===== src/rtl/program_loader.sv =====
// rtl/program_loader.sv - framed byte-stream boot loader for the instruction memory
//
// Purpose: accepts SYNC(0xA5), LEN, LEN payload bytes, CHK over a valid/ready
// byte stream. It writes the payload to instruction memory from address 0,
// checks CHK against the 8-bit sum of the payload, and releases the processor
// through cpu_run_o once the program is verified.
//
// Ports:
//   clock_i       rising-edge clock
//   reset_i       asynchronous active-high reset, returns to IDLE
//   rx_data_i     incoming byte
//   rx_valid_i    rx_data_i valid
//   rx_ready_o    byte accepted on an edge with rx_valid_i && rx_ready_o
//   start_i       re-arm pulse, honoured only in DONE or ERR
//   imem_we_o     one-cycle write strobe per payload byte
//   imem_addr_o   write address (holds when imem_we_o=0)
//   imem_wdata_o  write data (holds when imem_we_o=0)
//   cpu_run_o     program loaded and verified
//   busy_o        receiving LEN/DATA/CHK
//   done_o        in DONE
//   error_o       in ERR
module program_loader #(
  parameter int ADDR_W  = 5,
  parameter int TIMEOUT = 1000
) (
  input  logic              clock_i,
  input  logic              reset_i,
  input  logic [7:0]        rx_data_i,
  input  logic              rx_valid_i,
  output logic              rx_ready_o,
  input  logic              start_i,
  output logic              imem_we_o,
  output logic [ADDR_W-1:0] imem_addr_o,
  output logic [7:0]        imem_wdata_o,
  output logic              cpu_run_o,
  output logic              busy_o,
  output logic              done_o,
  output logic              error_o
);

  localparam int DEPTH   = 1 << ADDR_W;
  localparam int MAX_LEN = (DEPTH < 255) ? DEPTH : 255;
  localparam int TW      = (TIMEOUT > 1) ? $clog2(TIMEOUT + 1) : 1;
  // Counter value seen on the last idle cycle before the timeout fires.
  localparam logic [TW-1:0] TO_LAST = (TIMEOUT > 0) ? TW'(TIMEOUT - 1) : '0;
  localparam logic [7:0]    SYNC    = 8'hA5;

  typedef enum logic [2:0] {
    S_IDLE, S_LEN, S_DATA, S_CHK, S_DONE, S_ERR
  } state_t;

  state_t            state_q, state_d;
  logic [7:0]        len_q, len_d;
  logic [7:0]        cnt_q, cnt_d;
  logic [7:0]        csum_q, csum_d;
  logic [TW-1:0]     idle_q, idle_d;
  logic              we_q, we_d;
  logic [ADDR_W-1:0] addr_q, addr_d;
  logic [7:0]        wdata_q, wdata_d;

  logic accept;
  logic in_frame;
  logic len_bad;

  always_ff @(posedge clock_i or posedge reset_i) begin
    if (reset_i) begin
      state_q <= S_IDLE;
      len_q   <= '0;
      cnt_q   <= '0;
      csum_q  <= '0;
      idle_q  <= '0;
      we_q    <= 1'b0;
      addr_q  <= '0;
      wdata_q <= '0;
    end else begin
      state_q <= state_d;
      len_q   <= len_d;
      cnt_q   <= cnt_d;
      csum_q  <= csum_d;
      idle_q  <= idle_d;
      we_q    <= we_d;
      addr_q  <= addr_d;
      wdata_q <= wdata_d;
    end
  end

  always_comb begin
    state_d = state_q;
    len_d   = len_q;
    cnt_d   = cnt_q;
    csum_d  = csum_q;
    idle_d  = idle_q;
    we_d    = 1'b0;
    addr_d  = addr_q;
    wdata_d = wdata_q;

    in_frame   = (state_q == S_LEN) || (state_q == S_DATA) || (state_q == S_CHK);
    rx_ready_o = (state_q == S_IDLE) || in_frame;
    accept     = rx_valid_i && rx_ready_o;
    len_bad    = (rx_data_i == 8'd0) || (32'(rx_data_i) > MAX_LEN);

    unique case (state_q)
      S_IDLE: begin
        if (accept && rx_data_i == SYNC) begin
          state_d = S_LEN;
          idle_d  = '0;
        end
      end
      S_LEN: begin
        if (accept) begin
          if (len_bad) begin
            state_d = S_ERR;
          end else begin
            state_d = S_DATA;
            len_d   = rx_data_i;
            cnt_d   = '0;
            csum_d  = '0;
          end
        end
      end
      S_DATA: begin
        if (accept) begin
          we_d    = 1'b1;
          addr_d  = ADDR_W'(cnt_q);
          wdata_d = rx_data_i;
          csum_d  = csum_q + rx_data_i;
          cnt_d   = cnt_q + 8'd1;
          if (cnt_q == len_q - 8'd1) state_d = S_CHK;
        end
      end
      S_CHK: begin
        if (accept) state_d = (rx_data_i == csum_q) ? S_DONE : S_ERR;
      end
      S_DONE, S_ERR: begin
        if (start_i) state_d = S_IDLE;
      end
      default: state_d = S_IDLE;
    endcase

    // Idle watchdog: an accepted byte always wins over an expiring count.
    if (TIMEOUT > 0 && in_frame) begin
      if (accept) begin
        idle_d = '0;
      end else if (idle_q == TO_LAST) begin
        state_d = S_ERR;
      end else begin
        idle_d = idle_q + 1'b1;
      end
    end
  end

  assign imem_we_o    = we_q;
  assign imem_addr_o  = addr_q;
  assign imem_wdata_o = wdata_q;
  assign cpu_run_o    = (state_q == S_DONE);
  assign done_o       = (state_q == S_DONE);
  assign error_o      = (state_q == S_ERR);
  assign busy_o       = in_frame;

endmodule


===== config.mk =====
export PLATFORM = sky130hd
export DESIGN_NAME = program_loader
export DESIGN_NICKNAME = d
export VERILOG_FILES = /design/src/rtl/program_loader.sv
export SDC_FILE = /design/constraint.sdc
export NUM_CORES = 1
export LEC_CHECK = 0
export ABC_AREA = 1
export CAP_MARGIN = 20
export CORE_MARGIN = 3
export CORE_UTILIZATION = 53
export CTS_BUF_LIST = sky130_fd_sc_hd__clkbuf_8
export DETAILED_ROUTE_END_ITERATION = 8
export GPL_TIMING_DRIVEN = 0
export PLACE_DENSITY = 0.78
export SLEW_MARGIN = 15
export SYNTH_ARGS = -nofsm -noshare
export SYNTH_HDL_FRONTEND = slang
export SYNTH_SLANG_ARGS = --single-unit

===== constraint.sdc =====
create_clock -name clock_i -period 1.4 [get_ports clock_i]
set_input_delay 0.14 -clock clock_i [delete_from_list [all_inputs] [get_ports clock_i]]
set_output_delay 0.14 -clock clock_i [all_outputs]
set_load 0.005 [all_outputs]

# Yosys cells after proc, flatten, opt, wreduce, memory -nomap -nowiden
# Index checks and enable logic that the tools add are counted.
# classes
addsub,4
n_lt_le_gt_ge,1
n_eq_ne,12
n_mux,25
bitwise_logic,1
n_reduce_logical,13
# ops
operator,count
$mux 10,5
$mux 8,4
$pmux 8 s2,2
$mux 3,10
$eq 8x8->1,2
$pmux 3 s5,1
$add 10x1->10 const B,1
$eq 10x10->1 const B,1
$add 8x1->8 const B,1
$add 8x8->8,1
$eq 8x8->1 const B,1
$gt 8x6->1 const B,1
$logic_not 8->1,1
$sub 8x1->8 const B,1
$eq 3x2->1 const B,2
$eq 3x3->1 const B,2
$ne 2x2->1 const B,3
$logic_or 1x1->1,4
$reduce_and 4->1,1
$eq 3x1->1 const B,1
$logic_not 3->1,1
$mux 1,3
$reduce_and 3->1,1
$logic_and 1x1->1,2
4 further kinds,4
# word_totals
reg_bits,51
output_inout_bits,19
wordCells,64

# Logic depth before layout (Yosys ltp)
# Gate-level depths: netlist (run 1).
# logic_depth
ltp_word,11
depth_mapped,11
mapped_depth_nobuf,11

# Worst setup path after synthesis (run 1)
# No wires, ideal clock.
# synth_timing
kind,flip-flop to flip-flop
from,register csum_q[0]
to,register csum_q[4]
setup_time_ps,123
arrival_ps,1359
slack_ps,-82
stages_incl_launch_ff,6
n_path_buf,0
period_less_slack_ps,1482
cell_sequence,dfrtp_1 > ha_1 > fa_1 > a31oi_1 > xor2_1 > o21ai_1
# synth_via
elab_chain_cells,3
# synth_lines
item,line_no,text
"start, declared",55,"logic [7:0] csum_q, csum_d;"
"start signal, assigned",79,csum_q <= csum_d;
$add 8x8->8,126,csum_d = csum_q + rx_data_i;
$mux 8,122,if (accept) begin
$pmux 8 s2,102,unique case (state_q)
# No other way between the ends. The select of a mux whose other input is x is not followed.
# A chain may end at the register's enable or synchronous reset.

# Worst setup path in the final report (run 1)
# layout_timing
from,register csum_q[0]
to,register csum_q[6]
# Same word-level chain as after synthesis.

==> metrics.cfg, run 1 <==
[setup_path]
crit_family=adder cells
critPathArrivalTime_ps=1890
path_depth=7
crit_path_max_fanout=3
crit_buf_inv=0
end_kind=flop
path_class=flop to flop
slowest_delay_ps=430
cp.required_ps=1660
crit_slowest_cell=dfrtp_1
r2r_cells=7
worstSetupStartpointType=flop
cp_cell_sequence=ha_4 > fa_2 > nand4_1 > nand3_2 > a21oi_1 > o21ai_1 > nand2_1

[die]
start_util_pct=56.63
dieArea_um2=6605
num_io_pins=31
placementRows=26
core_area_um2=5303
die_y_um=81.27
die_w_um=81.27

[clock_tree]
clk_path_buf_depth=2
clk_pin_slew_ps=110
cts_buffers=5
clock_latency_ps=330
cts_tree=built
cts_max_level=2
cts_sinks=51
holdBufCountCts=0
cts-root-buf=clkbuf_8

[cells_and_area]
fin_util_pct=82.94
antenna_cells=0
nNetsFinal=514
drive_gt1_share_pct=34.35
area_delta_synth_final_pct=46.46
fillerInstances=284

[sta]
hold_viol_final=0
period_minus_slack_ps=1631
setup_viol=39
tightest_slew_ps=604.9
setup_ws_ps=-231.3
slew_violations=0
fin_skew_ps=14.62
max_clock_freq_mhz=613.0
rsz0062_at_grt=yes
finalSetupTns_ps=-3505
slew-limit-headroom_pct=59.62
fin_crit_sh_pct=116.5

[yosys]
ys_types=34
yosysWarnings=0
syn_inst=403
syn_area_um2=3003
avgSynthCellArea_um2=7.451
yosysSeqAreaShare_pct=42.50
ys_top_cells_by_area=dfrtp_1, nand2_1, inv_1, nor2_1, nand3_1
synth.top_cell.area_share_pct=42.50
ys_ff_latch=51
synth_fp_nets=426
synth_top_area_cell=dfrtp_1

[flow_run]
drv_cap=0

[power]
ir_drop_mv=1.364
powerDensity_nw_per_um2=1678
leakage_nw=2.173

[route]
via_per_inst=5.863
first_pass_iters=5
post-route-drc-count=0
totalWireLength_um=10180
num_vias=3295
wire_per_inst_um=18.12
detail-route-antenna-nets=0
drtIter0Drc=329

[grt]
grt_pass1_vias=2830
grt_pass1_wl_um=13260
grt_antenna_before_repair=0
grt_overflow=0
grt_max_degree=27
grt_usage_pct=26.47

[outcome]
failed_checks=setup timing
status=finished, violations left

[place]
port_buffers=30
post-dp-hpwl_um=5318
gp_congestion=0.9290

[worst_hold_path]
hold_class=primary input to async pin

[logic make-up (layout without fill, tap and decap cells)]
| group | Yosys count | in the layout | share of synthesized area (%) |
|---|---|---|---|
| buffers and inverters | 61 | 150 | 8.292 |
| XOR/XNOR | 14 | 14 | 4.083 |
| adder cells (fa/ha/maj) | 11 | 11 | 4.833 |
| AO/OA/AOI/OAI | 46 | 46 | 8.334 |
| flip-flops | 51 | 51 | 42.50 |
| AND/OR/NAND/NOR | 220 | 220 | 31.96 |
[registers in the layout, summed over array words and instances, names as in the netlist]
name          cells
idle_q           10
cnt_q             8
csum_q            8
imem_wdata_o      8
len_q             8
imem_addr_o       5
state_q           3
imem_we_o         1
[per-layer routing]
layer  wire, µm  GRT usage, %  vias to the layer above
met5          0             0                        -
met4        502         12.84                        0
li1           -             -                     1465
met3        789         4.435                       63
met2       5045         44.30                      202
met1       3847         32.98                     1565
[synthesized netlist by cell type]
master and instances:
inv_4 1, xnor2_1 4, o21ai_2 1, inv_2 3, o21bai_1 3, nand2_4 1, nor2_2 2, nor3_2 1
clkbuf_1 2, dfrtp_1 51, o21ai_1 3, nor3_1 9, nand3_1 26, nor2_4 1, nor2_8 1, buf_2 2
nand4_1 11, o21a_1 1, nand3_2 1, a22oi_1 1, a21oi_1 10, a31oi_1 1, nand2_2 1, xor2_1 10
nand2_1 118, buf_4 2, a211oi_1 1, inv_1 50, nand3b_1 3, ha_1 10, nor2_1 45, fa_1 1
buf_6 1, o21ai_0 25
[power by group]
| part | switching, mW | total [mW] | internal (mW) |
|---|---|---|---|
| sequential | 0.442 | 2.38 | 1.94 |
| clock | 0.605 | 0.978 | 0.373 |
| combinational | 2.11 | 4.02 | 1.91 |
| total | 3.16 | 7.38 | 4.22 |
[area by class of cell]
| class | count | area [µm²] | share of cell area, % |
|---|---|---|---|
| inverters | 54 | 220.2 | 5.007 |
| clock buffers | 5 | 68.82 | 1.565 |
| flip-flops and latches | 51 | 1280 | 29.10 |
| repair buffers | 83 | 802.0 | 18.24 |
| well taps | 70 | 87.58 | 1.991 |
| clock inverters | 3 | 28.78 | 0.6543 |
| plain buffers | 5 | 40.04 | 0.9104 |
| multi-input cells | 291 | 1871 | 42.53 |
[cell usage in the layout (no fill, tap or decap), types with 6 or more instances in the layout]
cell type and instances:
o21ai_0 8, nor2_4 9, nand4_1 11, nand2_2 17, buf_4 36, xor2_1 9
nor3_2 6, inv_1 36, a21oi_1 9, o21ai_2 8, nand3_1 22, nor2_1 32
ha_4 6, nand2_1 95, nor2_2 7, dfrtp_1 48, nand2_4 8, o21ai_1 13
inv_2 13, buf_6 17, clkdlybuf4s50_1 18
[path summary, 6_finish.rpt]
path / slack, ps / start / to
setup / recovery: -230 / csum_q[0]$_DFFE_PP0P_ / csum_q[6]$_DFFE_PP0P_
hold / removal: 190 / reset_i / cnt_q[7]$_DFFE_PP0P_
setup reg to reg: -230 / csum_q[0]$_DFFE_PP0P_ / csum_q[6]$_DFFE_PP0P_
hold reg to reg: 500 / imem_addr_o[3]$_DFFE_PP0P_ / imem_addr_o[3]$_DFFE_PP0P_
max in group asynchronous: 640 / reset_i / imem_wdata_o[6]$_DFFE_PP0P_
min in group clock_i: 190 / rx_data_i[3] / imem_wdata_o[3]$_DFFE_PP0P_
[metrics by stage]
step	instances	power, mW	instance area (µm²)	hold WS (ps)	setup slack [ps]
final	562	7.378	4398	191.9	-231.3
after global routing	562	7.795	4398	214.3	-289.7
after CTS	539	6.228	3870	213.8	-172.7
after detailed placement	504	4.875	3420	469.1	-558.4
after global placement	503	4.766	3400	463.2	-1004
after floorplan	403	3.949	3012	249.6	-31.07
[what timing repair did]
| action | 4_1_cts | 5_1_grt |
|---|---|---|
| buffers inserted | 26 | 28 |
| setup endpoints to repair | 52 | 55 |
| pin swaps | 16 | 39 |
| gates resized for setup | 81 | 94 |
| gates cloned | 1 | 1 |
(Power assumes the default switching activity.)
==> inputs of run 2 (changes only) <==
--- a/config.mk
+++ b/config.mk
@@ -11,8 +11,9 @@
 export CORE_UTILIZATION = 53
 export CTS_BUF_LIST = sky130_fd_sc_hd__clkbuf_8
 export DETAILED_ROUTE_END_ITERATION = 8
+export GPL_ROUTABILITY_DRIVEN = 0
 export GPL_TIMING_DRIVEN = 0
-export PLACE_DENSITY = 0.78
+export PLACE_DENSITY_LB_ADDON = 0.05
 export SLEW_MARGIN = 15
 export SYNTH_ARGS = -nofsm -noshare
 export SYNTH_HDL_FRONTEND = slang
==> run 2 against run 1 <==
- critical path type is now primary input to flop
- the run still ends with setup timing left
- wire length shrank 2.9%
- non-clock buffer count unchanged
- cell count did not move
- final area decreased by 0.57%
- count of clock-buffer cells in the layout did not move
- worst setup slack lost 38 ps
- worst hold slack got worse by 12 ps
- combinational power fell by 1%
==> metrics.cfg, run 2 (synthesis results as in run 1) <==
[die]
die_y_um=81.27
num_io_pins=31
start_util_pct=56.63
dieArea_um2=6605
die_w_um=81.27
core_area_um2=5303
placementRows=26

[cells_and_area]
layout_commonest_cell=nand2_1
area_delta_synth_final_pct=45.62
antenna_cells=0
seq_area_um2=1279
fillerInstances=292
largest_register_ffs=10
drive_gt1_share_pct=32.93
final_cell_mix=nand2_1, dfrtp_1, buf_4
largest-register=idle_q
fin_area_um2=4373
nNetsFinal=514
multi_input_area_um2=1847

[outcome]
status=finished, violations left
failed_checks=setup timing

[route]
first_pass_iters=5
totalWireLength_um=9888
post-route-drc-count=0
drtIter0Drc=261
num_vias=3197
detail-route-antenna-nets=0
wire_per_inst_um=17.59
via_per_inst=5.689

[clock_tree]
cts_sinks=51
cts-root-buf=clkbuf_8
cts_tree=built
clock_latency_ps=320
holdBufCountCts=0
clk_path_buf_depth=2
clk_pin_slew_ps=110
cts_buffers=5
cts_max_level=2

[setup_path]
crit_path_max_fanout=4
worstSetupStartpointType=primary input
path_class=primary input to flop
end_kind=flop
critPathArrivalTime_ps=1880
cp.required_ps=1610

[sta]
tightest_slew_ps=556.2
period_minus_slack_ps=1669
max_clock_freq_mhz=599.2
hold_viol_final=0
rsz0062_at_grt=yes
fin_skew_ps=16.38
setup_ws_ps=-268.9
fin_crit_sh_pct=119.2
slew_violations=0
slew-limit-headroom_pct=62.87
setup_viol=47
finalSetupTns_ps=-5203

[power]
powerDensity_nw_per_um2=1690
power.share.clock_pct=14.3
leakage_nw=2.092
combPwrFrac_pct=53.7
swShare_pct=41.26
p_switching_mw=3.050
p_seq_share_pct=31.9
ir_drop_mv=1.281
total_power_mw=7.392
p_int_mw=4.342

[grt]
grt_pass1_vias=3007
grt_antenna_before_repair=0
grt_pass1_wl_um=14480
grt_usage_pct=28.80
grt_max_degree=28
grt_overflow=0

[worst_hold_path]
hold_class=primary input to async pin

[flow_run]
drv_cap=0

[place]
port_buffers=30
placed_area_um2=3420
post-dp-hpwl_um=5333

-- run 2: changes by cell type in the layout (fill, tap and decap cells not counted), moves of 2 or more --
| cell | before | now |
|---|---|---|
| inv_6 | 2 | 0 |
| buf_4 | 36 | 38 |
| dlygate4sd2_1 | 4 | 6 |
| nand2_1 | 95 | 98 |
| nand2_8 | 0 | 2 |
| nand3_2 | 3 | 1 |
| dlymetal6s2s_1 | 4 | 0 |
| nand2_4 | 8 | 3 |
| nor3_2 | 6 | 4 |
-- run 2: power by group through the flow --
stage               Clock [mW]  Combinational [mW]  Sequential, mW
detailed placement           0                2.55            2.31
CTS                       1.07                3.20            2.31
global route              1.15                4.30            2.41
global placement             0                2.48            2.30
finish                    1.06                3.97            2.36
floorplan                    0                1.69            2.26
-- run 2: layout make-up --
cell class	count	area share (%)
Multi-Input combinational cell	291	42.23
Sequential cell	51	29.24
Timing Repair Buffer	82	17.25
Inverter	54	4.979
Tap cell	70	2.003
Buffer	6	1.717
Clock buffer	5	1.574
Clock inverter	3	1.001
-- run 2: critical path, stage by stage --
cell and delay [ps]:
clkdlybuf4s50_1 650, inv_1 150, nor2_1 140, nand4_1 180, nor2_4 190, inv_2 90, o21ai_2 130, nand2_1 80
nand2_1 70, nand2_1 60
-- run 2: layer usage --
metal / GRT usage, % / vias to the layer above / share of wire, %
met1: 36.85 / 1555 / 41
met3: 4.767 / 36 / 6.6
met5: 0 / - / 0
met4: 9.966 / 0 / 3.3
met2: 49.02 / 150 / 49
li1: - / 1456 / -
-- run 2: what timing repair did --
| item | 4_1_cts | 5_1_grt |
|---|---|---|
| cloned | 1 | 1 |
| resized for setup | 91 | 80 |
| hold endpoints to repair | 0 | 0 |
| buffers inserted | 34 | 17 |
| pin swaps | 18 | 26 |
| setup endpoints to repair | 53 | 54 |
-- run 2: path summary, 6_finish.rpt --
check | depth (start not counted) | startpoint | slack, ps | endpoint
worst max-delay path | 10 | rx_data_i[5] | -270 | idle_q[8]$_DFF_PP0_
worst min-delay path | 2 | reset_i | 180 | imem_wdata_o[3]$_DFFE_PP0P_
worst max register to register | 10 | state_q[0]$_DFF_PP0_ | -230 | idle_q[8]$_DFF_PP0_
worst min register to register | 2 | imem_addr_o[2]$_DFFE_PP0P_ | 500 | imem_addr_o[2]$_DFFE_PP0P_
max in group asynchronous | 3 | reset_i | 660 | state_q[2]$_DFF_PP0_
min in group clock_i | 3 | rx_data_i[3] | 310 | imem_wdata_o[3]$_DFFE_PP0P_
-- run 2: per-stage QoR --
stage | instances | hold slack [ps] | worst slack, ps | utilization [%]
global route | 562 | 233.9 | -323.1 | 82.47
global placement | 503 | 463.7 | -990.4 | 64.11
CTS | 546 | 201.1 | -87.46 | 75.51
detailed placement | 504 | 466.6 | -511.3 | 64.49
finish | 562 | 180.4 | -268.9 | 82.47
floorplan | 403 | 249.6 | -31.07 | -
==> inputs of run 3 (changes only) <==
--- a/config.mk
+++ b/config.mk
@@ -6,6 +6,7 @@
 export NUM_CORES = 1
 export LEC_CHECK = 0
 export ABC_AREA = 1
+export ABC_CLOCK_PERIOD_IN_PS = 1400
 export CAP_MARGIN = 20
 export CORE_MARGIN = 3
 export CORE_UTILIZATION = 53
==> results of run 3 <==
Final layout, timing and power as in run 2 (identical DEF).
